`src/rtl/tx_seq_pkg.sv`:
```
// tx_seq_pkg: state encoding, dac_ctrl bit map and helpers shared by the burst sequencer.
package tx_seq_pkg;

    typedef enum logic [2:0] {
        S_IDLE     = 3'd0,
        S_WAKE     = 3'd1,
        S_SETTLE   = 3'd2,
        S_STREAM   = 3'd3,
        S_TAIL     = 3'd4,
        S_SHUTDOWN = 3'd5
    } state_t;

    localparam int DAC_WAKE = 0;
    localparam int PA_EN    = 1;
    localparam int RUN      = 2;
    localparam int TEST     = 3;

    // DAC stays awake through SHUTDOWN so the PA always drops first.
    function automatic logic [3:0] ctrl_of(input state_t s);
        logic [3:0] c;
        c = 4'b0000;
        c[DAC_WAKE] = s != S_IDLE;
        c[PA_EN]    = s == S_SETTLE || s == S_STREAM || s == S_TAIL;
        c[RUN]      = s == S_STREAM;
        c[TEST]     = 1'b0;
        return c;
    endfunction

    // Wait counter width: enough bits to count 0 .. max(a,b,c)-1, never less than one.
    function automatic int wait_width(input int a, input int b, input int c);
        int m;
        m = a > b ? a : b;
        m = m > c ? m : c;
        return m > 1 ? $clog2(m) : 1;
    endfunction

endpackage

```
`src/rtl/tx_seq_gate.sv`:
```
// tx_seq_gate: combinational AXIS gate with the burst beat counter and terminal-count compare.
module tx_seq_gate #(
    parameter int CNT_W = 16
) (
    input  logic             clk,
    input  logic             rst,
    input  logic             open,
    input  logic             clear,
    input  logic [CNT_W-1:0] len,
    input  logic [31:0]      s_tdata,
    input  logic             s_tvalid,
    input  logic             s_tlast,
    input  logic             m_tready,
    output logic [31:0]      m_tdata,
    output logic             m_tvalid,
    output logic             s_tready,
    output logic             term,
    output logic             last
);

    logic [CNT_W-1:0] cnt;
    logic             beat;

    assign m_tdata  = s_tdata;
    assign m_tvalid = open & s_tvalid;
    assign s_tready = open & m_tready;
    assign beat     = m_tvalid & m_tready;
    assign term     = beat && CNT_W'(cnt + 1'b1) == len;
    assign last     = beat & s_tlast;

    // Beat counter: cleared by an accepted start, advanced by each transferred sample.
    always_ff @(posedge clk or posedge rst) begin
        if (rst)
            cnt <= '0;
        else if (clear)
            cnt <= '0;
        else if (beat)
            cnt <= cnt + 1'b1;
    end

endmodule

```
`src/rtl/tx_burst_sequencer.sv`:
```
// tx_burst_sequencer: wakes the DAC, enables the PA, gates burst_len samples, then shuts down PA-first.
// Optional: define TX_SEQ_UNDERRUN_CNT_EN to add the saturating underrun_cnt output.
module tx_burst_sequencer
    import tx_seq_pkg::*;
#(
    parameter int WAKE_CYCLES = 100,
    parameter int PA_SETTLE   = 50,
    parameter int TAIL_CYCLES = 16,
    parameter int CNT_W       = 16
) (
    input  logic             s00_axis_aclk,
    input  logic             reset,
    input  logic             start,
    input  logic             abort,
    input  logic [CNT_W-1:0] burst_len,
    input  logic [31:0]      s_tdata,
    input  logic             s_tvalid,
    output logic             s_tready,
    input  logic             s_tlast,
    output logic [31:0]      m_tdata,
    output logic             m_tvalid,
    input  logic             m_tready,
    output logic [3:0]       dac_ctrl,
    output logic             busy,
    output logic             done,
    output logic             short_burst,
    output logic [2:0]       state
`ifdef TX_SEQ_UNDERRUN_CNT_EN
    ,
    output logic [15:0]      underrun_cnt
`endif
);

    localparam int WW = wait_width(WAKE_CYCLES, PA_SETTLE, TAIL_CYCLES);

    state_t           st, nxt;
    logic [WW-1:0]    wait_cnt;
    logic [CNT_W-1:0] len_q;
    logic             go, active, term, last, early;

    assign go     = st == S_IDLE && start && burst_len != '0;
    assign active = st inside {S_WAKE, S_SETTLE, S_STREAM, S_TAIL};
    assign early  = !term && ((abort && active) || last);
    assign state  = st;

    tx_seq_gate #(.CNT_W(CNT_W)) u_gate (
        .clk      (s00_axis_aclk),
        .rst      (reset),
        .open     (st == S_STREAM),
        .clear    (go),
        .len      (len_q),
        .s_tdata  (s_tdata),
        .s_tvalid (s_tvalid),
        .s_tlast  (s_tlast),
        .m_tready (m_tready),
        .m_tdata  (m_tdata),
        .m_tvalid (m_tvalid),
        .s_tready (s_tready),
        .term     (term),
        .last     (last)
    );

    // Next-state decode; abort overrides every exit but never blocks a beat already on the bus.
    always_comb begin
        nxt = st;
        case (st)
            S_IDLE:     nxt = go ? S_WAKE : S_IDLE;
            S_WAKE:     nxt = abort ? S_SHUTDOWN : wait_cnt == WW'(WAKE_CYCLES - 1) ? S_SETTLE : S_WAKE;
            S_SETTLE:   nxt = abort ? S_SHUTDOWN : wait_cnt == WW'(PA_SETTLE - 1) ? S_STREAM : S_SETTLE;
            S_STREAM:   nxt = abort ? S_SHUTDOWN : (term || last) ? S_TAIL : S_STREAM;
            S_TAIL:     nxt = abort ? S_SHUTDOWN : wait_cnt == WW'(TAIL_CYCLES - 1) ? S_SHUTDOWN : S_TAIL;
            S_SHUTDOWN: nxt = S_IDLE;
            default:    nxt = S_SHUTDOWN;
        endcase
    end

    // State register with outputs registered from the state being entered.
    always_ff @(posedge s00_axis_aclk or posedge reset) begin
        if (reset) begin
            st          <= S_IDLE;
            wait_cnt    <= '0;
            len_q       <= '0;
            dac_ctrl    <= 4'b0000;
            busy        <= 1'b0;
            done        <= 1'b0;
            short_burst <= 1'b0;
        end else begin
            st          <= nxt;
            wait_cnt    <= nxt != st ? '0 : wait_cnt + 1'b1;
            len_q       <= go ? burst_len : len_q;
            dac_ctrl    <= ctrl_of(nxt);
            busy        <= nxt != S_IDLE;
            done        <= st == S_SHUTDOWN;
            short_burst <= go ? 1'b0 : short_burst | early;
        end
    end

`ifdef TX_SEQ_UNDERRUN_CNT_EN
    logic seen;

    // Underrun: DAC ready but source idle, counted only once the burst has moved its first sample.
    always_ff @(posedge s00_axis_aclk or posedge reset) begin
        if (reset) begin
            seen         <= 1'b0;
            underrun_cnt <= '0;
        end else begin
            seen         <= go ? 1'b0 : seen | (m_tvalid & m_tready);
            underrun_cnt <= go ? '0 :
                            (st == S_STREAM && seen && m_tready && !s_tvalid && underrun_cnt != 16'hFFFF) ?
                            underrun_cnt + 1'b1 : underrun_cnt;
        end
    end
`endif

endmodule

```
`config.mk`:
```
export PLATFORM = sky130hd
export DESIGN_NAME = tx_burst_sequencer
export DESIGN_NICKNAME = d
export VERILOG_FILES = /design/src/rtl/tx_seq_pkg.sv /design/src/rtl/tx_seq_gate.sv /design/src/rtl/tx_burst_sequencer.sv
export SDC_FILE = /design/constraint.sdc
export NUM_CORES = 1
export LEC_CHECK = 0
export CAP_MARGIN = 0
export CORE_ASPECT_RATIO = 0.75
export CORE_MARGIN = 2
export CORE_UTILIZATION = 48
export CTS_BUF_LIST = sky130_fd_sc_hd__clkbuf_4 sky130_fd_sc_hd__clkbuf_8
export CTS_CLUSTER_SIZE = 40
export DETAILED_ROUTE_END_ITERATION = 7
export PLACE_DENSITY_LB_ADDON = 0.15
export SLEW_MARGIN = 20
export SYNTH_ARGS = -nofsm -noshare
export SYNTH_HDL_FRONTEND = slang
export SYNTH_SLANG_ARGS = --single-unit
```
`constraint.sdc`:
```
create_clock -name s00_axis_aclk -period 2.65 [get_ports s00_axis_aclk]
set_input_delay 0.53 -clock s00_axis_aclk [delete_from_list [all_inputs] [get_ports s00_axis_aclk]]
set_output_delay 0.53 -clock s00_axis_aclk [all_outputs]
set_load 0.02 [all_outputs]
```
### Yosys cells after proc, flatten, opt, wreduce, memory -nomap -nowiden

Index checks and enable logic that the tools add are counted.

* flip-flop bits (word level): 48
* output and inout bits: 44
* word-level logic and storage cells: 57

* add/subtract/negate cells: 2
* eq/ne operators: 13
* multiplexer cells: 14
* bitwise operators: 5
* reduce and logical (&&, ||, !) cells: 15

Operator list (number)
* 2-to-1 mux 16 bit: 2
* one-hot mux 3 bit (6 select lines): 1
* adder 16 x 1 -> 16 bit, second input constant: 1
* equality test 16 bit: 1
* nonzero test 16 bit: 1
* equality test 3 x 2 -> 1 bit, second input constant: 4
* 2-to-1 mux 3 bit: 4
* equality test 3 bit, second input constant: 3
* adder 7 x 1 -> 7 bit, second input constant: 1
* equality test 7 x 4 -> 1 bit, second input constant: 1
* equality test 7 x 6 -> 1 bit, second input constant: 1
* equality test 7 bit, second input constant: 1
* 2-to-1 mux 7 bit: 1
* logical AND 1 bit: 5
* 2-to-1 mux 1 bit: 5
* bitwise AND 1 bit: 4
* logical OR 1 bit: 4
* nonzero test 4 bit: 1
* equality test 3 x 1 -> 1 bit, second input constant: 1
* logical NOT 3 bit: 1
* inequality test 3 bit: 1
* nonzero test 3 bit: 1
* 2-to-1 mux 2 bit: 1
* nonzero test 2 bit: 1
* other kinds (2): 2

### Depth between registers and ports, before layout

Gate-level depths: netlist of the first run.

* depth after elaboration: 11
* depth in mapped cells: 10
* mapped depth without buffers: 9

### Hierarchy

Synthesis of the first run repeated with hierarchy kept, for this count alone.

* cell total of the unflattened synthesis: 321
* area, all modules: 3040.4 sq um

By module, submodules not included
* tx_seq_gate: times used 1, cells each 193, area an instance 1565.3 sq um, seq. area each 400.4 sq um
* tx_burst_sequencer: times used 1, cells each 128, area an instance 1475.2 sq um, seq. area each 775.7 sq um

### Least setup slack after synthesis of the first run

No wires, ideal clock.

* kind: register to register
* from: register u_gate.cnt[1]
* to: register wait_cnt[2]
* setup time: 132 ps
* arrival time: 2226 ps
* data required time: 2518 ps
* slack: 293 ps
* cell stages (with the launch flop): 11
* cells stage by stage: dfrtp_1 -> ha_1 -> buf_2 -> nand3_2 -> clkbuf_1 -> o21ai_0 -> a21boi_0 -> nor4_1 -> nand4_2 -> a41oi_2 -> nor2_1

* longest elaborated chain between the ends: 9

RTL lines
* start, declared: line tx_seq_gate.sv:21 `logic [CNT_W-1:0] cnt;`
* start signal, assigned: line tx_seq_gate.sv:38 `cnt <= cnt + 1'b1;`
* adder 16 x 1 -> 16 bit: line tx_seq_gate.sv:28 `assign term = beat && CNT_W'(cnt + 1'b1) == len;`
* equality test 16 bit: line tx_seq_gate.sv:28
* logical AND 1 bit: line tx_seq_gate.sv:28
* logical OR 1 bit: line tx_burst_sequencer.sv:70 `S_STREAM: nxt = abort ? S_SHUTDOWN : (term || last) ? S_TAIL : S_STREAM;`
* 2-to-1 mux 3 bit (2 in a row): line tx_burst_sequencer.sv:70
* one-hot mux 3 bit (6 select lines): line tx_burst_sequencer.sv:66 `case (st)`
* inequality test 3 bit: line tx_burst_sequencer.sv:89 `wait_cnt <= nxt != st ? '0 : wait_cnt + 1'b1;`
* 2-to-1 mux 7 bit: line tx_burst_sequencer.sv:89
* end signal, assigned: line tx_burst_sequencer.sv:89
* end, declared: line tx_burst_sequencer.sv:37 `logic [WW-1:0] wait_cnt;`

Every way passes these cells.
A chain may end at the register's enable or synchronous reset.

### Worst setup path in the final report of the first run

* from: input burst_len[8]
* to: register dac_ctrl[2]

* longest elaborated chain between the ends: 5

RTL lines
* start, declared: line tx_burst_sequencer.sv:15 `input logic [CNT_W-1:0] burst_len,`
* nonzero test 16 bit: line tx_burst_sequencer.sv:41 `assign go = st == S_IDLE && start && burst_len != '0;`
* logical AND 1 bit: line tx_burst_sequencer.sv:41
* 2-to-1 mux 1 bit: line tx_burst_sequencer.sv:67 `S_IDLE: nxt = go ? S_WAKE : S_IDLE;`
* one-hot mux 3 bit (6 select lines): line tx_burst_sequencer.sv:66
* via nxt[0]: line tx_burst_sequencer.sv:36 `state_t st, nxt;`
* equality test 3 x 2 -> 1 bit: line tx_seq_pkg.sv:24 `c[RUN] = s == S_STREAM;`
* end signal, assigned: line tx_burst_sequencer.sv:91 `dac_ctrl <= ctrl_of(nxt);`
* end, declared: line tx_burst_sequencer.sv:23 `output logic [3:0] dac_ctrl,`

The timed path passes the listed nets, and every way through them passes these cells.

==> impl_table.tex, run 1 <==
\begin{tabular}{lr}
\hline
Metric & Value \\
\hline
\multicolumn{2}{l}{\textbf{Run status}} \\
Outcome & completed \\
\multicolumn{2}{l}{\textbf{Synthesis}} \\
Syn\_area\_per\_cell & 9.351 um2 \\
Number of warnings issued by yosys & 0 \\
Number of flops mapped to enable cells by yosys & 0 \\
Total standard cell area after synthesis & 3058 um2 \\
Most used DFF post-synth & dfrtp\_1 \\
Net Count, Synth & 385 \\
Sequential fraction of the synthesis area & 38.46\% \\
Yosys cell types & 55 \\
Async SR Flop Fraction & 100.0\% \\
Mapped Cells & 327 \\
Flops \& latches, synth & 47 \\
\multicolumn{2}{l}{\textbf{Timing}} \\
Fmax & 400.6 MHz \\
Final number of setup-violating endpoints & 0 \\
Share of the clock period used by the worst path & 94.19\% \\
Max-slew headroom & 66.16\% \\
Worst-Margin Slew & 506.9 ps \\
Setup skew after layout & 5.970 ps \\
Count of pins over their slew limit & 0 \\
Final min period & 2496 ps \\
RSZ-0062 raised after global routing & false \\
Fin. Hold Viols & 0 \\
Least setup slack across all paths after layout & 153.9 ps \\
\multicolumn{2}{l}{\textbf{Clocking}} \\
Clock slew at the register clock pins of the worst setup and hold paths & 90 ps \\
Setup bufs post-CTS & 0 \\
Buffer levels on the longest clock path & 2 \\
Later-pin clock latency in the skew report & 300 ps \\
Clock buffers created by TritonCTS & 5 \\
CTS tree & done \\
CTS root buf & clkbuf\_8 \\
Clk sinks & 47 \\
H-Tree Level Count & 2 \\
CTS Hold Bufs & 0 \\
\multicolumn{2}{l}{\textbf{Setup path}} \\
Peak per-stage delay on the critical path & 410 ps \\
Kind of cell adding the most delay to the critical path & simple AND/OR/NAND/NOR gates \\
Startpoint of the worst-slack reg-to-reg timing path & u\_gate.cnt[0]\$\_DFFE\_PP0P\_ \\
CP Cell Sequence & clkdlybuf4s50\_1 > nor4\_1 > buf\_4 > nand4\_1 > and4\_1 > a2111o\_1 > a21o\_1 > a31o\_1 > nor2b\_1 \\
Buffers \& Inverters on Critical Path & 2 \\
Critical Path AT & 2680 ps \\
Category of the worst setup path capture point & register \\
Worst reg-to-reg path cell count & 11 \\
Endpoint of the worst register-to-register path & dac\_ctrl[2]\$\_DFF\_PP0\_ \\
Type of element launching the critical path & primary input \\
Reg2reg setup slack & 160 ps \\
Crit-path slowest cell & clkdlybuf4s50\_1 \\
Maximum fanout encountered on the critical timing path & 2 \\
Data required time at the worst endpoint & 2840 ps \\
Type of the worst setup path & primary input to register \\
\multicolumn{2}{l}{\textbf{Detailed routing}} \\
Routed Antenna Nets & 0 \\
DRC violations left & 0 \\
Pre-Repair DR Iteration Count & 5 \\
Number of DRC markers in iteration 0 & 178 \\
Routed vias & 2390 \\
Via density per instance & 5.610 \\
Total wire length after detailed routing & 6747 um \\
Routed length per placed instance & 15.84 um \\
\multicolumn{2}{l}{\textbf{Finish}} \\
Net count of the finished layout & 402 \\
Cell area after layout & 3518 um2 \\
Ant. Diodes & 0 \\
Layout cell share with drive strength beyond 1 & 19.42\% \\
Area Growth Syn to Fin & 15.06\% \\
\multicolumn{2}{l}{\textbf{Worst hold path}} \\
Worst Hold Class & register to register \\
Sink of the worst hold path & wait\_cnt[0]\$\_DFF\_PP0\_ \\
Worst hold path startpoint & wait\_cnt[0]\$\_DFF\_PP0\_ \\
Worst Hold Path Cells & 1 \\
\multicolumn{2}{l}{\textbf{Floorplan}} \\
Die Y-Extent & 73.13 um \\
Count of pins on the block boundary & 99 \\
Effective utilization at floorplan & 49.13\% \\
Area of the die & 7032 um2 \\
Chip width & 96.17 um \\
Number of rows created at floorplan & 25 \\
Std-Cell Core Area & 6225 um2 \\
\multicolumn{2}{l}{\textbf{Global route}} \\
Global-route wire length before repair & 11050 um \\
Global router's overall resource usage & 20.60\% \\
Global route overflow & 0 \\
Maximum number of pins on one net before global-route repair & 26 \\
Number of antenna violations at the first check in global routing & 0 \\
Vias in the first global route & 2231 \\
\multicolumn{2}{l}{\textbf{Placed design}} \\
Placed standard-cell area & 3387 um2 \\
DP HPWL & 5033 um \\
Count of buffers from port buffering & 33 \\
Placer's final routability congestion estimate & 0.8077 \\
Post-placement worst setup slack & -124.0 ps \\
\multicolumn{2}{l}{\textbf{Power and ir drop}} \\
Peak supply drop & 0.3354 mV \\
Power per unit of standard cell area & 761.3 nW/um2 \\
Leakage & 1.467 nW \\
\multicolumn{2}{l}{\textbf{Run}} \\
Max\_cap viols & 0 \\
\hline
\end{tabular}
sequential cells by signal (all words and copies together), names as in the netlist:
register     cells
done             1
short_burst      1
wait_cnt         7
dac_ctrl         3
u_gate.cnt      16
state            3
len_q           16
power breakdown:
part           switching, W  leakage, nW  internal, W
clock network      0.000253       0.0612     0.000306
logic              0.000513        0.797     0.000572
registers          0.000133        0.608     0.000903
cells in the mapped netlist, drive strengths merged (2+ instances only):
cell type,count,area share (%)
nand4,9,2.7
inv,6,0.74
and2,4,0.82
nor3,8,1.3
mux2i,2,0.65
o41ai,2,0.57
xor2,8,2.3
nand3,7,1.3
and3b,2,0.57
ha,3,1.2
a21o,2,0.49
xnor2,17,4.9
nor2b,2,0.41
buf,40,9.3
nor4,8,2.5
nand2b,4,0.82
a41oi,2,0.82
nor2,32,3.9
mux2,16,5.9
o31ai,8,2.0
clkbuf,12,1.6
dfrtp,47,38
and4,2,0.57
o21ai,27,4.4
o311ai,2,0.57
a21oi,5,0.82
nor3b,4,0.98
or3,3,0.61
a31oi,2,0.61
and3,4,0.82
nand2,22,2.7
how the worst max path moves through the flow:
| stage | start | endpoint | slack, ps | cells past startpoint |
|---|---|---|---|---|
| 6_report | burst_len[8] | dac_ctrl[2]$_DFF_PP0_ | 150 | 9 |
| 5_1_grt | u_gate.cnt[1]$_DFFE_PP0P_ | dac_ctrl[1]$_DFF_PP0_ | 20 | 10 |
| 4_1_cts | u_gate.cnt[0]$_DFFE_PP0P_ | dac_ctrl[2]$_DFF_PP0_ | 40 | 10 |
| 3_5_place_dp | burst_len[9] | dac_ctrl[2]$_DFF_PP0_ | -120 | 9 |
| 3_3_place_gp | burst_len[14] | dac_ctrl[2]$_DFF_PP0_ | -100 | 8 |
| 2_1_floorplan | u_gate.cnt[1]$_DFFE_PP0P_ | wait_cnt[2]$_DFF_PP0_ | 290 | 10 |
repair_timing:
action | 4_1_cts | 5_1_grt
gates resized for setup | 0 | 2
setup endpoints to repair | 0 | 11
hold endpoints to repair | 0 | 0
worst register-to-register path, cell delays in order (launching register included):
cell	delay (ps)
dfrtp_1	400
ha_1	250
nand3_4	190
nor4_4	80
buf_4	140
and3_1	180
nor4_2	290
buf_4	160
nand4_2	160
buf_4	190
a31o_1	220
nor2b_1	130
layout by cell type, fill, tap and decap left out, types with 2 or more instances in the layout:
master           synthesis  routed
clkdlybuf4s50_1          0      33
ha_1                     3       3
o311ai_0                 2       2
nor3_1                   8       8
xnor2_1                 17      17
nand4_1                  5       5
nand4_2                  4       4
nor2_1                  32      32
dfrtp_1                 47      47
inv_1                    6       5
and4_1                   2       2
xor2_1                   8       8
and3_1                   4       4
mux2i_1                  2       2
a21o_1                   2       2
nor2b_1                  2       2
nand2b_1                 4       4
nor3b_1                  4       4
and3b_1                  2       2
nor4_2                   2       3
nand2_1                 22      22
a21oi_1                  5       5
buf_4                   34      28
mux2_2                  16      16
or3_1                    3       3
o21ai_0                 26      26
o31ai_1                  8       8
clkbuf_8                 0       6
o41ai_1                  2       2
and2_1                   4       4
nand3_1                  6       6
nor4_1                   5       4
layout make-up:
type                    count  area, um2
well taps                  81      101.3
clock inverters             2      35.03
fillers                   564       2706
flip-flops and latches     47       1176
inverters                   6      22.52
multi-input cells         222       1540
clock buffers               6      82.58
repair buffers             62      560.5
stage by stage:
stage	cells	util (%)	TNS [ps]	power [W]	hold slack (ps)
2_1_floorplan	327	-	0	0.001830	453.5
3_3_place_gp	418	54.41	-649.5	0.002113	475.4
3_5_place_dp	418	54.41	-980.6	0.002127	481.0
4_1_cts	426	56.30	0	0.002689	493.7
5_1_grt	426	56.52	0	0.002844	522.9
6_report	426	56.52	0	0.002679	491.0
per-layer routing:
| metal | wire, um | track usage (%) | part of all wire [%] |
|---|---|---|---|
| met1 | 3378 | 32.33 | 50 |
| met2 | 2849 | 28.09 | 42 |
| met3 | 401 | 4.545 | 5.9 |
| met4 | 117 | 5.873 | 1.7 |
| met5 | 0 | 0 | 0 |
kinds of logic (layout without fill, tap and decap cells):
group	Yosys count	count (layout)	synth area share [%]
AO/OA/AOI/OAI	58	58	12.68
XOR/XNOR	26	26	7.938
adder cells (fa/ha/maj)	3	3	1.228
buffers and inverters	58	76	11.62
flip-flops	47	47	38.46
multiplexers	18	18	6.547
other	1	1	0.1226
AND/OR/NAND/NOR	116	116	21.40
(Power assumes the default switching activity.)
==> run 2, diff against run 1 <==
Settings changed: PLACE_DENSITY set to 0.83, PLACE_DENSITY_LB_ADDON 0.15 to not set.
==> impl_table.tex, run 2 (synthesized netlist as in run 1, its figures left out) <==
\begin{tabular}{lr}
\hline
Metric & Value \\
\hline
\multicolumn{2}{l}{\textbf{Run status}} \\
Outcome & completed \\
\multicolumn{2}{l}{\textbf{Floorplan}} \\
Effective utilization at floorplan & 49.13\% \\
Area of the die & 7032 um2 \\
Count of pins on the block boundary & 99 \\
Chip width & 96.17 um \\
Std-Cell Core Area & 6225 um2 \\
Number of rows created at floorplan & 25 \\
Die Y-Extent & 73.13 um \\
\multicolumn{2}{l}{\textbf{Finish}} \\
Final core utilization & 55.38\% \\
Net count of the finished layout & 393 \\
Most common library cell in the layout ignoring fill and taps & dfrtp\_1 \\
Cell area after layout & 3447 um2 \\
Filler instances & 534 \\
Area Growth Syn to Fin & 12.73\% \\
Sequential standard cell area & 1176 um2 \\
Highest-count cells in the layout ignoring fill and taps & dfrtp\_1, clkdlybuf4s50\_1, nor2\_1, o21ai\_0, nand2\_1 \\
Area of the multi-input gates & 1551 um2 \\
Leading registers by flop count & len\_q: 16 flops, u\_gate.cnt: 16 flops, wait\_cnt: 7 flops \\
Layout cell share with drive strength beyond 1 & 17.26\% \\
\multicolumn{2}{l}{\textbf{Run}} \\
Max\_cap viols & 0 \\
\multicolumn{2}{l}{\textbf{Detailed routing}} \\
Routed vias & 2443 \\
Via density per instance & 5.844 \\
Pre-Repair DR Iteration Count & 5 \\
Total wire length after detailed routing & 6837 um \\
DRC violations left & 0 \\
Routed length per placed instance & 16.36 um \\
Routed Antenna Nets & 0 \\
Number of DRC markers in iteration 0 & 184 \\
\multicolumn{2}{l}{\textbf{Clocking}} \\
Buffer levels on the longest clock path & 2 \\
H-Tree Level Count & 2 \\
CTS Hold Bufs & 0 \\
Clock slew at the register clock pins of the worst setup and hold paths & 90 ps \\
Later-pin clock latency in the skew report & 310 ps \\
Clock buffers created by TritonCTS & 5 \\
CTS root buf & clkbuf\_8 \\
Clk sinks & 47 \\
CTS tree & done \\
\multicolumn{2}{l}{\textbf{Setup path}} \\
Type of the worst setup path & primary input to register \\
Category of the worst setup path capture point & register \\
Data required time at the worst endpoint & 2850 ps \\
Critical Path AT & 2770 ps \\
Maximum fanout encountered on the critical timing path & 2 \\
Type of element launching the critical path & primary input \\
\multicolumn{2}{l}{\textbf{Placed design}} \\
DP HPWL & 5203 um \\
Placer's final routability congestion estimate & 0.8645 \\
Placed standard-cell area & 3307 um2 \\
Count of buffers from port buffering & 33 \\
\multicolumn{2}{l}{\textbf{Power and ir drop}} \\
Comb power frac & 40.3\% \\
Peak supply drop & 0.4554 mV \\
Switching Share & 34.76\% \\
Clock network fraction of total power & 20.3\% \\
Power per unit of standard cell area & 774.6 nW/um2 \\
Proportion of power drawn by flip-flops and latches & 39.4\% \\
Cell internal pwr & 0.001742 W \\
Net switching component of the power & 0.0009282 W \\
Leakage & 1.416 nW \\
\multicolumn{2}{l}{\textbf{Timing}} \\
RSZ-0062 raised after global routing & true \\
Setup\_tns & 0 ps \\
Share of the clock period used by the worst path & 97.13\% \\
Final min period & 2574 ps \\
Worst-Margin Slew & 512.0 ps \\
Max-slew headroom & 65.55\% \\
Count of pins over their slew limit & 0 \\
Final number of setup-violating endpoints & 0 \\
Setup skew after layout & 4.853 ps \\
Fmax & 388.5 MHz \\
Fin. Hold Viols & 0 \\
\multicolumn{2}{l}{\textbf{Global route}} \\
Global router's overall resource usage & 21.38\% \\
Number of antenna violations at the first check in global routing & 0 \\
Maximum number of pins on one net before global-route repair & 26 \\
Global-route wire length before repair & 11520 um \\
Vias in the first global route & 2420 \\
Global route overflow & 0 \\
\multicolumn{2}{l}{\textbf{Worst hold path}} \\
Worst Hold Class & register to register \\
\hline
\end{tabular}
-- run 2: final timing paths --
check	startpoint	end	slack [ps]	depth (start not counted)
worst max-delay path	burst_len[5]	dac_ctrl[2]$_DFF_PP0_	80	8
worst max register to register	u_gate.cnt[2]$_DFFE_PP0P_	dac_ctrl[2]$_DFF_PP0_	110	7
max in group asynchronous	reset	state[0]$_DFF_PP0_	1510	3
worst min-delay path	wait_cnt[0]$_DFF_PP0_	wait_cnt[0]$_DFF_PP0_	510	1
worst min register to register	wait_cnt[0]$_DFF_PP0_	wait_cnt[0]$_DFF_PP0_	510	1
min in group asynchronous	reset	len_q[6]$_DFFE_PP0P_	580	2
-- run 2: what timing repair did --
item | 4_1_cts | 5_1_grt
resized for setup | 0 | 3
endpoints found under the setup margin | 0 | 7
buffers inserted | 0 | 0
-- run 2: worst max-delay path: stages --
cell	delay [ps]
clkdlybuf4s50_1	420
nor4_1	500
nand4_1	180
and4_1	260
a2111o_1	370
a21o_1	180
a31o_1	190
nor2b_1	130
-- run 2: metrics by stage --
| stage | instances | total power, W | hold slack, ps | setup WS [ps] |
|---|---|---|---|---|
| global placement | 409 | 0.002073 | 474.4 | -143.8 |
| floorplan | 327 | 0.001830 | 453.5 | 292.7 |
| CTS | 417 | 0.002660 | 496.4 | 122.0 |
| detailed placement | 409 | 0.002113 | 483.3 | -195.1 |
| global route | 417 | 0.002841 | 529.8 | -9.145 |
| finish | 418 | 0.002670 | 505.6 | 76.00 |
-- run 2: per-layer routing --
| layer | vias to the layer above | GRT usage, % | share of wire [%] |
|---|---|---|---|
| met5 | - | 0 | 0 |
| met1 | 1191 | 29.49 | 44 |
| met4 | 0 | 7.460 | 2.1 |
| li1 | 1128 | - | - |
| met2 | 105 | 33.41 | 47 |
| met3 | 19 | 4.545 | 7.0 |
-- run 2: cell type report --
class	instances	share of cell area (%)
timing repair buffer	53	13.94
sequential	47	34.12
tap	81	2.940
inverter	6	0.6534
multi-input combinational	222	45.01
clock inverter	3	1.270
clock buffer	5	1.996
antenna	1	0.07260
-- run 2: power groups by stage --
stage | Clock, W | Sequential [W] | Combinational, W
6_report | 0.000543 | 0.00105 | 0.00108
5_1_grt | 0.000585 | 0.00108 | 0.00117
4_1_cts | 0.000550 | 0.00105 | 0.00106
3_5_place_dp | 0 | 0.00107 | 0.00105
3_3_place_gp | 0 | 0.00106 | 0.00102
2_1_floorplan | 0 | 0.00108 | 0.000754
==> patch (flow settings as in run 1) <==
Add a define of `TX_SEQ_UNDERRUN_CNT_EN`.
--- a/src/rtl/tx_burst_sequencer.sv
+++ b/src/rtl/tx_burst_sequencer.sv
@@ -2,2 +2,4 @@
 // Optional: define TX_SEQ_UNDERRUN_CNT_EN to add the saturating underrun_cnt output.
+`define TX_SEQ_UNDERRUN_CNT_EN
+
 module tx_burst_sequencer
Function (old outputs only; new: underrun_cnt): kept (equiv_simple and equiv_induct, registers matched by name and starting in step).
==> patch against run 1 <==
  * Area after synthesis increased by 26%
  * Largest power group is now registers
  * Setup slack improved by 0.030 ns
  * Sequential cell count increased by 17
  * Power increased by 22%
  * Sequential share of layout area increased by 1.7 points
  * Design area increased by 29%
  * Count of clock-buffer cells in the layout increased by 6
  * Worst hold slack got worse by 0.061 ns
  * Wire length increased by 33%
  * Via count increased by 33%
==> patch: results (changes against run 1) <==
Parameter                              Value

Run status
  Result of the run    finished, final reports clean (unchanged)

Pwr
  Leakage power total    0.00199 µW (was 0.00147 µW)
  NetSw    1140 µW (was 899 µW)
  Power share of the combinational group    33.6% (was 40.5%)
  Power attributed to the clock group    871 µW (was 559 µW)
  Peak ir drop on the vdd network    471 µV (was 335 µV)

Cells and area
  Registers with the highest flip-flop counts    len_q (16), u_gate.cnt (16), underrun_cnt (16) (was len_q (16), u_gate.cnt (16), wait_cnt (7))
  Count of nets after finishing    527 (was 402)
  Ratio of cells with drive above 1 in the final layout    12.1% (was 19.4%)

Yosys
  List of most frequent post-synthesis cells    nand2_1, dfrtp_1, nor2_1 (was dfrtp_1, buf_4, nor2_1)
  Number of nets in the synthesized netlist    497 (was 385)
  Synth cell types    56 (was 55)
  Post-Synthesis Cells    438 (was 327)
  Ranking of synthesized cells by area    dfrtp_1, nand2_1, buf_4, xnor2_1, nor2_1 (was dfrtp_1, buf_4, mux2_2, xnor2_1, o21ai_0)
  Register area share after synthesis    41.6% (was 38.5%)

Placement
  Pre-CTS WS    0.0552 ns (was -0.124 ns)
  Placed Instance Area    4310 µm² (was 3390 µm²)
  Dpl cells    562 (was 418)
  Routability Congestion    0.829 (was 0.808)
  Estimated wirelength of the detail-placed design    6350 µm (was 5030 µm)

STA
  Slew at the pin closest to its max-slew limit    0.630 ns (was 0.507 ns)
  Worst hold slack    0.430 ns (was 0.491 ns)

Clocking
  Number of buffers created by CTS    9 (was 5)
  Insertion delay to the later sink of the worst-skew pair    0.34 ns (was 0.30 ns)
  Clock input transition at the sequential cells of the worst setup and hold paths    0.07 ns (was 0.09 ns)

Detailed routing
  Vias    3188 (was 2390)
  1st-iter DRT viols    185 (was 178)

Global route
  Via count of the first global-routing pass    3057 (was 2231)
  Largest net degree at the start of global routing    55 (was 26)
  Overall routing resource usage    21.8% (was 20.6%)

Setup path
  R2R depth    9 (was 11)
  Worst reg2reg endpoint    wait_cnt[2] (was dac_ctrl[2])
  RR Startpoint    u_gate.cnt[1] (was u_gate.cnt[0])
  Max Fanout on Critical Path    7 (was 2)
  Cell at the slowest stage of the critical path    dfrtp_1 (was clkdlybuf4s50_1)
  Critical Path AT    2.69 ns (was 2.68 ns)
## patch: logic make-up after synthesis
logic type	Yosys count	synth area share [%]
muxes	1	0.260
AOI/OAI and AO/OA	66	11.9
adders and majority gates	4	1.30
xor gates and xnor gates	43	9.78
and+or+nand+nor	197	25.3
buffers and inverters	62	9.78
other	1	0.0974
DFF	64	41.6
## patch: metal layers
layer | track usage [%] | vias up | share of wire, %
li1 | - | 1526 | -
met1 | 30.2 | 1522 | 47
met2 | 33.9 | 130 | 46
met3 | 6.59 | 10 | 6.5
met4 | 4.87 | 0 | 0.71
met5 | 0 | - | 0
## patch: layout make-up
cell class	count	area, µm²
timing repair buffer	72	676
sequential	64	1600
tap	105	131
clock inverter	3	40.0
inverter	9	33.8
clock buffer	12	165
fill	708	3290
multi-input combinational	312	1910
## patch: critical path, delay by kind of cell, from the launching register on
family / cells / cell delay, ns
compound gates: 2 / 0.57
xor+xnor: 1 / 0.14
fa+ha+maj: 1 / 0.24
buf+inv: 1 / 0.16
flops: 1 / 0.41
simple gates: 4 / 0.82
## patch: how the worst max path moves through the flow
| stage | startpoint | end | slack (ns) | cells after the start |
|---|---|---|---|---|
| final | u_gate.cnt[1] | wait_cnt[2] | 0.18 | 9 |
| after global placement | u_gate.cnt[1] | wait_cnt[2] | 0.13 | 10 |
| after global routing | u_gate.cnt[2] | wait_cnt[0] | 0.03 | 8 |
| after detailed placement | u_gate.cnt[1] | wait_cnt[2] | 0.06 | 10 |
| after floorplan | u_gate.cnt[0] | wait_cnt[2] | 0.31 | 9 |
| after CTS | u_gate.cnt[1] | wait_cnt[2] | 0.04 | 10 |
